## config.mk

```make
export PLATFORM = sky130hd
export DESIGN_NAME = pipe_stage_reg
export DESIGN_NICKNAME = d
export VERILOG_FILES = /design/src/rtl/pipe_stage_reg.sv
export SDC_FILE = /design/constraint.sdc
export NUM_CORES = 1
export LEC_CHECK = 0
export ABC_AREA = 1
export BUFFER_PORTS_ARGS = -buffer_cell sky130_fd_sc_hd__buf_2
export CORE_MARGIN = 10
export CORE_UTILIZATION = 48
export DETAILED_ROUTE_END_ITERATION = 7
export HOLD_SLACK_MARGIN = 0.02
export PLACE_DENSITY_LB_ADDON = 0.08
export SYNTH_ARGS = -nofsm -noshare
export SYNTH_HDL_FRONTEND = slang
export SYNTH_SLANG_ARGS = --single-unit
export TNS_END_PERCENT = 5
```

## constraint.sdc

```tcl
create_clock -name clk -period 1.6 [get_ports clk]
set_input_delay 0.16 -clock clk [delete_from_list [all_inputs] [get_ports clk]]
set_output_delay 0.16 -clock clk [all_outputs]
set_load 0.01 [all_outputs]
```

## src/rtl/pipe_stage_reg.sv

```systemverilog
// Valid/ready pipeline register with an optional skid entry, flush and a
// saturating downstream stall counter.
module pipe_stage_reg #(
    parameter int DATA_W  = 128,
    parameter int SKID_EN = 1,
    parameter int CNT_W   = 16
) (
    input  logic              clk,
    input  logic              rst,
    input  logic              up_valid_i,
    input  logic [DATA_W-1:0] up_data_i,
    output logic              up_ready_o,
    output logic              dn_valid_o,
    output logic [DATA_W-1:0] dn_data_o,
    input  logic              dn_ready_i,
    input  logic              flush_i,
    output logic [1:0]        occupancy_o,
    output logic [CNT_W-1:0]  stall_cnt_o
);

    // Handshake: a beat moves on a side only in a cycle where that side's
    // valid and ready are both high; valid never depends on ready.
    typedef enum logic [1:0] {
        EMPTY = 2'd0,
        ONE   = 2'd1,
        FULL  = 2'd2
    } state_t;

    state_t            state_q, state_d;
    logic [DATA_W-1:0] main_q, main_d;
    logic [DATA_W-1:0] skid_q, skid_d;
    logic              ready_q;
    logic [CNT_W-1:0]  stall_q;
    logic              up_fire, dn_fire;

    assign dn_valid_o  = (state_q != EMPTY);
    assign dn_data_o   = main_q;
    assign occupancy_o = state_q;
    assign stall_cnt_o = stall_q;
    assign up_ready_o  = (SKID_EN != 0) ? ready_q : (!dn_valid_o || dn_ready_i);
    assign up_fire     = up_valid_i && up_ready_o;
    assign dn_fire     = dn_valid_o && dn_ready_i;

    always_comb begin
        state_d = state_q;
        main_d  = main_q;
        skid_d  = skid_q;
        if (flush_i) begin
            state_d = EMPTY;
            main_d  = '0;
            skid_d  = '0;
        end else begin
            case (state_q)
                EMPTY: begin
                    if (up_fire) begin
                        state_d = ONE;
                        main_d  = up_data_i;
                    end
                end
                ONE: begin
                    if (dn_fire) begin
                        if (up_fire) main_d = up_data_i;
                        else         state_d = EMPTY;
                    end else if (up_fire && (SKID_EN != 0)) begin
                        state_d = FULL;
                        skid_d  = up_data_i;
                    end
                end
                FULL: begin
                    if (dn_fire) begin
                        main_d = skid_q;
                        if (up_fire) skid_d = up_data_i;
                        else         state_d = ONE;
                    end
                end
                default: state_d = EMPTY;
            endcase
        end
    end

    always_ff @(posedge clk) begin
        if (rst) begin
            state_q <= EMPTY;
            main_q  <= '0;
            skid_q  <= '0;
            ready_q <= 1'b1;
            stall_q <= '0;
        end else begin
            state_q <= state_d;
            main_q  <= main_d;
            skid_q  <= skid_d;
            // Registered ready mirrors "skid entry free" for the next cycle.
            ready_q <= (state_d != FULL);
            if (dn_valid_o && !dn_ready_i && (stall_q != {CNT_W{1'b1}}))
                stall_q <= stall_q + CNT_W'(1);
        end
    end

endmodule

```

==> results of run 1 <==
cell usage in the layout (no fill, tap or decap), drive strengths merged:
master	n
nor3	2
bufbuf	1
dlygate4sd3	130
clkbuf	42
clkinv	3
bufinv	1
a31oi	128
buf	338
ha	1
diode	4
o21ai	266
nor2	284
nand4	5
nor4	1
nand2	188
inv	23
xnor2	2
xor2	4
a21oi	13
dfxtp	275
nand3	133
metal layers:
layer	vias up	global-route usage (%)	share of wire (%)
li1	5712	-	-
met1	5224	29.5	43
met2	415	36.3	46
met3	87	4.74	7.7
met4	0	9.68	3.7
met5	-	0	0
registers in the layout (all words and copies together) (netlist names):
name and flops:
occupancy_o 2, dn_data_o 128, stall_cnt_o 16, skid_q 128, up_ready_o 1
power by group through the flow:
stage	Combinational, W	Sequential [W]	Clock [W]
global route	0.00197	0.00718	0.00662
detailed placement	0.00145	0.00731	0
CTS	0.00171	0.00716	0.00639
finish	0.00179	0.00716	0.00629
global placement	0.00144	0.00730	0
floorplan	0.000724	0.00737	0
how the worst max path moves through the flow:
stage,start,endpoint,slack [ps],depth (start not counted)
5_1_grt,occupancy_o[0],dn_data_o[30],-4,5
3_3_place_gp,up_ready_o,dn_data_o[92],70,7
3_5_place_dp,up_ready_o,dn_data_o[30],20,7
2_1_floorplan,stall_cnt_o[1],stall_cnt_o[0],20,9
4_1_cts,up_ready_o,dn_data_o[30],1,7
6_report,occupancy_o[1],occupancy_o[1],50,2
Yosys cell counts (4+ instances only):
master    count  area, sq um
o21ai_0      23          115
nand2_1     188          706
nand3_1     133          666
xor2_1        4         35.0
nand4_1       5         31.3
inv_1        17         63.8
buf_6        12          135
buf_4        10         75.1
o21ai_1     242         1210
inv_2         5         18.8
clkbuf_1     66          248
a21oi_1      13         65.1
a31oi_1     128          801
nor2_1      280         1050
dfxtp_1     275         5510
buf_2        42          210
cells by family after synthesis:
group / after synthesis
AO/OA/AOI/OAI: 407
AND/OR/NAND/NOR: 613
XOR/XNOR: 6
flip-flops: 275
buffers and inverters: 152
adder cells (fa/ha/maj): 1
layout make-up:
class,count,share of cell area [%]
repair inverters,1,0.0411
multi-input cells,1027,31.7
well taps,285,2.34
inverters,22,0.658
clock buffers,40,5.37
flip-flops and latches,275,36.2
diodes,4,0.0658
repair buffers,471,23.3
clock inverters,4,0.321
repair_timing:
item	CTS	global route
hold endpoints to repair	259	0
setup endpoints to repair	9	157
resized for setup	4	13
buffers inserted	3	4
gates cloned	1	3
hold buffers	130	0
pin swaps	1	1
worst register-to-register path: stages, from the launching register on:
cell	delay, ps
dfxtp_2	370
inv_4	90
buf_12	390
nand2_1	300
a21oi_1	160
nand3_1	100
metrics by stage:
stage                     total power, W  worst slack (ps)  area, sq um  setup TNS [ps]  hold slack, ps
after floorplan                  0.00809              21.0        11000               0             229
after global routing              0.0158             -3.95        15200           -3.95             101
after global placement           0.00875              72.3        12800               0             412
final                             0.0152              48.0        15200               0            86.2
after detailed placement         0.00876              16.6        12800               0             419
after CTS                         0.0153              1.34        15000               0            74.4
==> metrics.md, run 1 <==
| Metric | Value |
|---|---|
| Status | completed |
| Power Density | 1000 mW/mm^2 |
| Reg-to-Reg Start | occupancy_o[0] |
| Slew HR | 53.3% |
| Synth unique cells | 25 |
| Post-synthesis mux area share | 0% |
| Clock Latency Late Sink | 550 ps |
| Comb pwr share | 11.8% |
| Worst Clk Skew | 14.9 ps |
| Gpl congestion | 0.823 |
| CP Buf/Inv Count | 2 |
| Hold_sp | rst |
| Worst reg-to-reg path cell count | 5 |
| WHS Endpoint | stall_cnt_o[15] |
| Fin util | 67.2% |
| Tot GR Track Use | 22.9% |
| Total number of yosys warnings | 0 |
| CORE AREA | 0.0226 sq mm |
| Antenna violations before repair | 2 |
| FF/Latch Area | 0.00551 sq mm |
| Crit Path Max Fanout | 35 |
| Mapped Area | 0.0110 sq mm |
| Layout cells sized above 1 | 21.7% |
| First-pass GRT wire length | 56100 um |
| Max Root-Sink Buffers | 3 |
| Die Area | 0.0295 sq mm |
| P_int | 0.0115 W |
| Dpl hpwl | 21000 um |
| # IOs | 281 |
| Sw Share | 24.3% |
| Post-route ant nets | 0 |
| FFs w/ async S/R, synth | 0% |
| Slowest cell on the critical path | dfxtp_4 |
| CTS clock-pin slew for the worst setup and hold paths | 60 ps |
| Multi-input gate area | 0.00483 sq mm |
| Most used DFF post-synth | dfxtp_1 |
| Filler cell count | 1944 |
| CTS Buf Count | 29 |
| P_sw | 0.00371 W |
| Via density | 5.37 |
| Root buffer cell | clkbuf_16 |
| Sequential-to-total area share from yosys stat | 49.9% |
| Inst Count DP | 1941 |
| Synth Area in Compound Gates | 19.9% |
| Die Height | 172 um |
| Setup CP Type | reg -> out |
| FF-to-FF End | up_ready_o |
| Fraction of the mapped netlist area in adder cells | 0.113% |
| TritonCTS sink count | 275 |
| Simple-gate area share of the yosys netlist | 22.8% |
| Final worst-path cycle share | 97.0% |
| Worst Path Required | 1440 ps |
| Routed wire length | 35800 um |
| Setup violators final | 0 |
| Clock power frac | 41.2% |
| HP Class | in -> reg |
| TritonCTS clock tree | done |
| Hold Fails Final Rpt | 0 |
| Largest net degree at the start of global routing | 130 |
| XOR/XNOR share of the synthesized area | 0.476% |
| H-tree depth | 1 |
| Main combinational cell family by area after synthesis | simple AND/OR/NAND/NOR gates |
| Pleak | 6.37 nW |
| Seq pwr share | 47.0% |
| GRT overflow | 0 |
| Pre-antenna DRT Iters | 5 |
| PortBufs | 280 |
| R2r setup slk | 60 ps |
| Top delay family on crit path | flip-flops |
| Drt wl/cell | 16.8 um |
| Die width | 172 um |
| Hold depth | 3 |
| DR DRC count | 0 |
| Area growth syn-to-layout | 37.8% |
| Initial cell density of the core | 48.8% |
| Maximum Capacitance Violations | 0 |
| Syn_nets | 1588 |
| Startpoint types | register |
| WP data arrival | 1390 ps |
| Fmax | 644 MHz |
| 1st-iter DRT viols | 1036 |
| Worst-path cell chain | buf_16 -> buf_2 |
| Slew @ Worst Pin | 701 ps |
| Vias | 11438 |
| Avg Inst Size Synth | 7.59 sq um |
| # nets final | 1961 |
| Max-slew violation total from the final report | 0 |
| Vias in the first global route | 10862 |
| Post-synthesis cell count | 1454 |
| Critical Path Max Stage Delay | 450 ps |
| Num rows | 55 |
| EDFF count, synth | 0 |
| Number of synthesized register bits | 275 |
| CP Capture Type | output pin |
| Max IR drop VDD | 0.774 mV |
| Post-layout min period | 1550 ps |
| Final Non-Filler Cells | 2129 |
No activity file was read; power rests on OpenSTA's default activity.
==> run 2: changes to the inputs <==
--- a/config.mk
+++ b/config.mk
@@ -5,7 +5,7 @@
 export SDC_FILE = /design/constraint.sdc
 export NUM_CORES = 1
 export LEC_CHECK = 0
-export ABC_AREA = 1
+export ABC_AREA = 0
 export BUFFER_PORTS_ARGS = -buffer_cell sky130_fd_sc_hd__buf_2
 export CORE_MARGIN = 10
 export CORE_UTILIZATION = 48
==> metrics.md, run 2 <==
| Metric | Value |
|---|---|
| Dpl hpwl | 20700 um (-1.6%) |
| Fraction of the mapped netlist area in adder cells | 0.113% (about the same) |
| EDFF count, synth | 0 (unchanged) |
| Startpoint types | register |
| Die Height | 172 um (about the same) |
| CTS clock-pin slew for the worst setup and hold paths | 60 ps (about the same) |
| Sequential-to-total area share from yosys stat | 49.8% (about the same) |
| 1st-iter DRT viols | 677 (-35%) |
| Tot GR Track Use | 20.6% (-2.3 points) |
| Worst hold slack | 36.0 ps (-50.2 ps) |
| Num rows | 55 (unchanged) |
| Fmax | 614 MHz (-4.7%) |
| Status | complete, but fails checks |
| XOR/XNOR share of the synthesized area | 0% (-0.48 points) |
| Pre-antenna DRT Iters | 5 (unchanged) |
| Critical Path Max Stage Delay | 370 ps (-80 ps) |
| Seq pwr share | 47.1% (about the same) |
| Worst Path Required | 2050 ps (+610 ps) |
| TritonCTS clock tree | done |
| Max Root-Sink Buffers | 3 (unchanged) |
| Hold_sp | rst |
| WP data arrival | 2080 ps (+690 ps) |
| FFs w/ async S/R, synth | 0% (unchanged) |
| Comb pwr share | 11.8% (about the same) |
| Commonest cells in the netlist | dfxtp_1 (275), nand2_1 (265), a21oi_1 (142) |
| Filler cell count | 1767 (-9.1%) |
| CORE AREA | 0.0226 sq mm (unchanged) |
| Syn_nets | 1386 (-13%) |
| Final setup margin | -28.2 ps (-76.2 ps) |
| Area share of the largest cell type after synthesis | 49.8% (about the same) |
| Drt wl/cell | 16.7 um (-1.1%) |
| Slowest cell on the critical path | dfxtp_4 |
| Most common cell in the synthesized netlist | dfxtp_1 |
| Root buffer cell | clkbuf_16 |
| Power Density | 951 mW/mm^2 (-5.0%) |
| DR DRC count | 0 (unchanged) |
| Synth unique cells | 41 (+64%) |
| Initial cell density of the core | 48.8% (about the same) |
| Mapped Area | 0.0110 sq mm (about the same) |
| Worst reg-to-reg path cell count | 7 (+2) |
| Top delay family on crit path | compound AO/OA/AOI/OAI gates |
| P_sw | 0.00366 W (-1.3%) |
| Post-synthesis cell count | 1252 (-14%) |
| CTS Buf Count | 29 (unchanged) |
| CP Capture Type | register |
| CP Buf/Inv Count | 3 (+1) |
| H-tree depth | 1 (unchanged) |
| GRT overflow | 0 (unchanged) |
| Commonest non-fill, non-tap cell in the layout | buf_2 |
| Violated checks | negative setup slack |
| First-pass GRT wire length | 50600 um (-9.8%) |
| Main combinational cell family by area after synthesis | compound AO/OA/AOI/OAI gates |
| # nets final | 1805 (-8.0%) |
| Max IR drop VDD | 0.747 mV (-3.5%) |
| Post-route ant nets | 0 (unchanged) |
| Avg Inst Size Synth | 8.82 sq um (+16%) |
| Via density | 5.17 (-3.7%) |
| Area growth syn-to-layout | 44.0% |
| Clock Latency Late Sink | 540 ps (about the same) |
| Post-layout min period | 1630 ps (+76.2 ps) |
| Worst-path cell chain | nand3b_1 -> o21ai_4 -> buf_4 -> clkbuf_16 -> buf_12 -> nor2_1 -> a211oi_1 |
| Simple-gate area share of the yosys netlist | 16.3% (-6.5 points) |
| Total number of yosys warnings | 0 (unchanged) |
| Setup violators final | 8 (+8) |
| Hold depth | 3 (unchanged) |
| Gpl congestion | 0.777 (-5.6%) |
| HP Class | in -> reg |
| Vias | 10224 (-11%) |
| Pleak | 7.24 nW (+14%) |
| Die width | 172 um (about the same) |
| Max-slew violation total from the final report | 0 (unchanged) |
| Area contributors post-synth | dfxtp_1 (50%), mux2i_1 (12%), nand2_1 (9.0%) |
| # IOs | 281 (unchanged) |
| R2r setup slk | -30 ps (-90 ps) |
| Antenna violations before repair | 0 (-2) |
| Clock power frac | 41.1% (about the same) |
| Post-synthesis mux area share | 11.9% (+12 points) |
| PortBufs | 280 (unchanged) |
| Layout cells sized above 1 | 29.7% (+7.9 points) |
| Crit Path Max Fanout | 14 (-60%) |
| Routed wire length | 32900 um (-8.2%) |
| Number of synthesized register bits | 275 (unchanged) |
| Reg-to-Reg Start | occupancy_o[1] |
| Most used DFF post-synth | dfxtp_1 |
| Fin util | 70.3% (+3.1 points) |
| Most frequent cells in the layout | buf_2 (279), dfxtp_1 (270), nand2_1 (264), nor2_1 (132) |
| Vias in the first global route | 9853 (-9.3%) |
| WP depth | 7 (+5) |
| Setup CP Type | reg -> reg |
| Largest net degree at the start of global routing | 58 (-55%) |
| TritonCTS sink count | 275 (unchanged) |
| FF-to-FF End | dn_data_o[60] |
| Hold Fails Final Rpt | 0 (unchanged) |
| Unrepaired setup endpoints after global routing | true |
| P_int | 0.0115 W (-0.52%) |
| Maximum Capacitance Violations | 0 (unchanged) |
| Worst Clk Skew | 8.48 ps (-6.46 ps) |
| CP startpoint | occupancy_o[1] |
| Final worst-path cycle share | 102% (+4.8 points) |
| Die Area | 0.0295 sq mm (about the same) |
| Slew @ Worst Pin | 576 ps (-125 ps) |
| Sw Share | 24.2% (-0.14 points) |
| WHS Endpoint | stall_cnt_o[2] |
| Synth Area in Compound Gates | 16.6% (-3.3 points) |
| Post-synthesis cell type with the largest combined area | dfxtp_1 |
| Slew HR | 61.6% (+8.3 points) |
run 2: cell types whose count changed in the layout (fill, tap and decap cells not counted), moves of 38 or more:
cell,previous run,this run
o21ai_1,241,0
a21oi_2,0,38
nor2_1,279,132
nand2_1,184,264
mux2i_1,0,129
nand3_1,133,7
a31oi_1,128,1
a211oi_1,0,103
a21oi_1,13,104
run 2: worst register-to-register path: stages, from the launching register on:
cell and delay [ps]:
dfxtp_4 370, nand3b_1 230, o21ai_4 250, buf_4 170
clkbuf_16 150, buf_12 130, nor2_1 40, a211oi_1 200
run 2: cell type report:
type                            instances  area, sq um  share of cell area, %
Timing Repair Buffer                  492         3780                   23.8
Tap cell                              285          357                   2.24
Multi-Input combinational cell        870         5370                   33.7
Sequential cell                       275         5510                   34.7
Inverter                                3         11.3                 0.0708
Antenna cell                            2         5.00                 0.0315
Clock buffer                           43          838                   5.27
Clock inverter                          6         36.3                  0.228
run 2: stage by stage:
| step | power (W) | instance area (sq um) | TNS [ps] | worst slack (ps) | cells |
|---|---|---|---|---|---|
| after floorplan | 0.00800 | 11100 | -203 | -10.2 | 1252 |
| after global placement | 0.00869 | 13200 | -136 | -34.3 | 1786 |
| after detailed placement | 0.00870 | 13200 | -2540 | -59.1 | 1786 |
| after CTS | 0.0152 | 15500 | -16.6 | -13.2 | 1967 |
| after global routing | 0.0157 | 15900 | -3900 | -110 | 1974 |
| final | 0.0151 | 15900 | -114 | -28.2 | 1976 |
run 2: cells by family (layout without fill, tap and decap cells):
group | after synthesis | after routing
and+or+nand+nor | 445 | 445
AOI/OAI and AO/OA | 293 | 293
DFF | 275 | 275
muxes | 131 | 131
buffers and inverters | 107 | 544
adders and majority gates | 1 | 1
other | 0 | 2
run 2: power by group through the flow:
stage | logic [W] | clock network, W | registers [W]
4_1_cts | 0.00169 | 0.00636 | 0.00713
2_1_floorplan | 0.000664 | 0 | 0.00734
3_5_place_dp | 0.00143 | 0 | 0.00728
3_3_place_gp | 0.00141 | 0 | 0.00728
6_report | 0.00178 | 0.00622 | 0.00713
5_1_grt | 0.00195 | 0.00663 | 0.00715
run 2: what timing repair did:
action                                 in CTS  in global routing
cloned                                      1                  2
setup endpoints to repair                 200                226
setup buffers                               2                  5
hold buffers                              129                  0
resized for setup                           8                 89
pin swaps                                   1                 26
endpoints found under the hold margin     258                  0
run 2: how the worst max path moves through the flow:
| stage | slack (ps) | to |
|---|---|---|
| 2_1_floorplan | -10 | skid_q[100] |
| 5_1_grt | -110 | dn_data_o[122] |
| 3_5_place_dp | -60 | skid_q[34] |
| 6_report | -30 | dn_data_o[60] |
| 3_3_place_gp | -30 | stall_cnt_o[0] |
| 4_1_cts | -10 | stall_cnt_o[0] |
run 2: layer usage:
| layer | track usage (%) | part of all wire, % | up-vias |
|---|---|---|---|
| li1 | - | - | 5179 |
| met1 | 25.8 | 43 | 4747 |
| met2 | 34.2 | 48 | 248 |
| met3 | 5.23 | 6.9 | 50 |
| met4 | 5.82 | 2.3 | 0 |
| met5 | 0 | 0 | - |
==> run 3: changes to the inputs <==
--- a/config.mk
+++ b/config.mk
@@ -8,7 +8,8 @@
 export ABC_AREA = 0
 export BUFFER_PORTS_ARGS = -buffer_cell sky130_fd_sc_hd__buf_2
 export CORE_MARGIN = 10
-export CORE_UTILIZATION = 48
+export CORE_UTILIZATION = 30
+export CTS_BUF_LIST = sky130_fd_sc_hd__clkbuf_16
 export DETAILED_ROUTE_END_ITERATION = 7
 export HOLD_SLACK_MARGIN = 0.02
 export PLACE_DENSITY_LB_ADDON = 0.08
==> metrics.md, run 3 (same netlist as run 2, synthesis figures left out) <==
| Metric | Value |
|---|---|
| Layout cells sized above 1 | 27.3% (-2.4 points) |
| Critical path destination | skid_q[97] |
| Root buffer cell | clkbuf_16 |
| CTS Buf Count | 34 (+17%) |
| Top delay family on crit path | simple AND/OR/NAND/NOR gates |
| FF-to-FF End | skid_q[97] |
| Comb pwr share | 11.1% (-0.7 points) |
| Filler cell count | 3606 (+100%) |
| Commonest non-fill, non-tap cell in the layout | buf_2 |
| CP Capture Type | register |
| Drt wl/cell | 16.4 um (-1.5%) |
| Gpl congestion | 0.770 (-0.95%) |
| Hold depth | 3 (unchanged) |
| Pre-antenna DRT Iters | 4 (-1) |
| Vias | 10212 (-0.12%) |
| Dpl hpwl | 24200 um (+17%) |
| Clock power frac | 44.1% (+3.0 points) |
| Post-layout min period | 1630 ps (-3.04 ps) |
| Setup violators final | 25 (+17) |
| Via density | 4.68 (-9.6%) |
| Clock Latency Late Sink | 510 ps (-30 ps) |
| Power Density | 978 mW/mm^2 (+2.8%) |
| Num rows | 70 (+27%) |
| Worst reg-to-reg path cell count | 7 (unchanged) |
| # IOs | 281 (unchanged) |
| Post-route ant nets | 0 (unchanged) |
| Hold Fails Final Rpt | 0 (unchanged) |
| P_sw | 0.00390 W (+6.6%) |
| Maximum Capacitance Violations | 0 (unchanged) |
| Slew @ Worst Pin | 453 ps (-123 ps) |
| CTS clock-pin slew for the worst setup and hold paths | 60 ps (about the same) |
| PortBufs | 280 (unchanged) |
| P_int | 0.0120 W (+4.7%) |
| CP startpoint | occupancy_o[1] |
| Worst hold slack | 86.8 ps (+50.8 ps) |
| Worst Clk Skew | 16.4 ps (+7.89 ps) |
| Startpoint types | register |
| Max-slew violation total from the final report | 0 (unchanged) |
| Violated checks | negative setup slack |
| R2r setup slk | -30 ps (about the same) |
| Unrepaired setup endpoints after global routing | true |
| HP Class | in -> reg |
| Setup CP Type | reg -> reg |
| Crit Path Max Fanout | 7 (-7) |
| Die Area | 0.0449 sq mm (+52%) |
| Slowest cell on the critical path | or3b_4 |
| Die Height | 212 um (+23%) |
| Most frequent cells in the layout | buf_2 (279), dfxtp_1 (268), nand2_1 (264), a21oi_1 (135), nor2_1 (135) |
| Worst Path Required | 2030 ps (-20 ps) |
| Seq pwr share | 44.8% (-2.3 points) |
| Sw Share | 24.5% (+0.33 points) |
| Vias in the first global route | 9939 (+0.87%) |
| Pre-CTS WS | -20.0 ps (+39.1 ps) |
| First-pass GRT wire length | 55900 um (+10%) |
| Final worst-path cycle share | 102% (-0.19 points) |
| Slew HR | 69.8% (+8.2 points) |
| Largest net degree at the start of global routing | 89 (+53%) |
| CP Buf/Inv Count | 3 (unchanged) |
| GRT overflow | 0 (unchanged) |
| Pleak | 7.43 nW (+2.6%) |
| CORE AREA | 0.0364 sq mm (+61%) |
| Initial cell density of the core | 30.3% (-18 points) |
| Antenna violations before repair | 3 (+3) |
| 1st-iter DRT viols | 475 (-30%) |
| WP data arrival | 2060 ps (-20 ps) |
| Fmax | 615 MHz (+0.19%) |
| Max Root-Sink Buffers | 3 (unchanged) |
| Setup TNS Final | -219 ps (-105 ps) |
| Area growth syn-to-layout | 47.4% |
| Reg-to-Reg Start | occupancy_o[1] |
| Max IR drop VDD | 0.528 mV (-29%) |
| H-tree depth | 2 (+1) |
| TritonCTS sink count | 275 (unchanged) |
| Routed wire length | 35800 um (+8.9%) |
| # nets final | 1826 (+1.2%) |
| Cell mode on critical path | buf_12 |
| DR DRC count | 0 (unchanged) |
| Critical Path Max Stage Delay | 400 ps (+30 ps) |
| Tot GR Track Use | 15.2% (-5.4 points) |
| WP depth | 7 (unchanged) |
| TritonCTS clock tree | done |
| Worst-path cell chain | or3b_4 -> a21oi_4 -> buf_12 -> buf_12 -> clkbuf_16 -> nand2_1 -> a21oi_1 |
| Die width | 212 um (+23%) |
| Fin util | 44.7% (-26 points) |
| Final setup margin | -25.2 ps (+3.04 ps) |
| Status | complete, but fails checks |
==> run 3: changes by cell type in the layout (fill, tap and decap cells not counted), moves of 3 or more <==
cell	previous run	this run
a211oi_1	103	117
a211oi_2	29	15
a21oi_1	104	135
a21oi_2	38	7
buf_4	46	55
clkbuf_1	8	0
clkbuf_16	31	43
clkbuf_8	6	0
clkinv_1	0	7
dfxtp_2	4	7
inv_1	3	10
nor2_1	132	135
==> run 3: area by class of cell <==
| class | instances | area [sq um] | area share (%) |
|---|---|---|---|
| Timing Repair Buffer | 508 | 4030 | 24.7 |
| Tap cell | 468 | 586 | 3.60 |
| Clock inverter | 20 | 88.8 | 0.546 |
| Inverter | 3 | 11.3 | 0.0692 |
| Antenna cell | 3 | 7.51 | 0.0461 |
| Clock buffer | 37 | 926 | 5.69 |
| Multi-Input combinational cell | 870 | 5130 | 31.5 |
| Sequential cell | 275 | 5510 | 33.9 |
==> run 3: routing by layer <==
metal	up-vias	GRT usage [%]	part of all wire [%]	routed length, um
met2	192	24.4	46	16600
met4	0	3.99	1.7	617
li1	5251	-	-	-
met3	46	4.20	5.7	2030
met1	4723	19.7	46	16600
met5	-	0	0	0
==> run 3: through the flow <==
step	power, W	instances	instance area, sq um
floorplan	0.00800	1252	11100
global placement	0.00873	1986	13600
detailed placement	0.00874	1986	13600
CTS	0.0161	2172	15900
global route	0.0167	2183	16300
finish	0.0159	2184	16300
==> run 3: tightest hold or removal path: cells and delay by family <==
kind	cells	cell delay [ps]
buffers and inverters	2	330
AOI/OAI and AO/OA	1	60
==> run 3: worst min path at each step <==
| stage | slack (ps) | start | to |
|---|---|---|---|
| global route | 100 | rst | stall_cnt_o[5] |
| floorplan | 270 | flush_i | up_ready_o |
| CTS | 70 | rst | stall_cnt_o[7] |
| detailed placement | 420 | flush_i | up_ready_o |
| global placement | 410 | up_data_i[109] | skid_q[109] |
| finish | 90 | rst | stall_cnt_o[7] |
==> run 3: power groups by stage <==
stage	clock network [W]	logic [W]	registers, W
6_report	0.00702	0.00177	0.00713
5_1_grt	0.00760	0.00195	0.00715
4_1_cts	0.00729	0.00171	0.00714
3_5_place_dp	0	0.00145	0.00729
3_3_place_gp	0	0.00144	0.00728
2_1_floorplan	0	0.000664	0.00734
==> run 3: what timing repair did <==
action | in CTS | in global routing
setup endpoints to repair | 93 | 249
pin swaps | 4 | 18
hold endpoints to repair | 242 | 0
cloned | 0 | 6
hold buffers | 129 | 0
buffers inserted | 0 | 3
resized for setup | 4 | 39
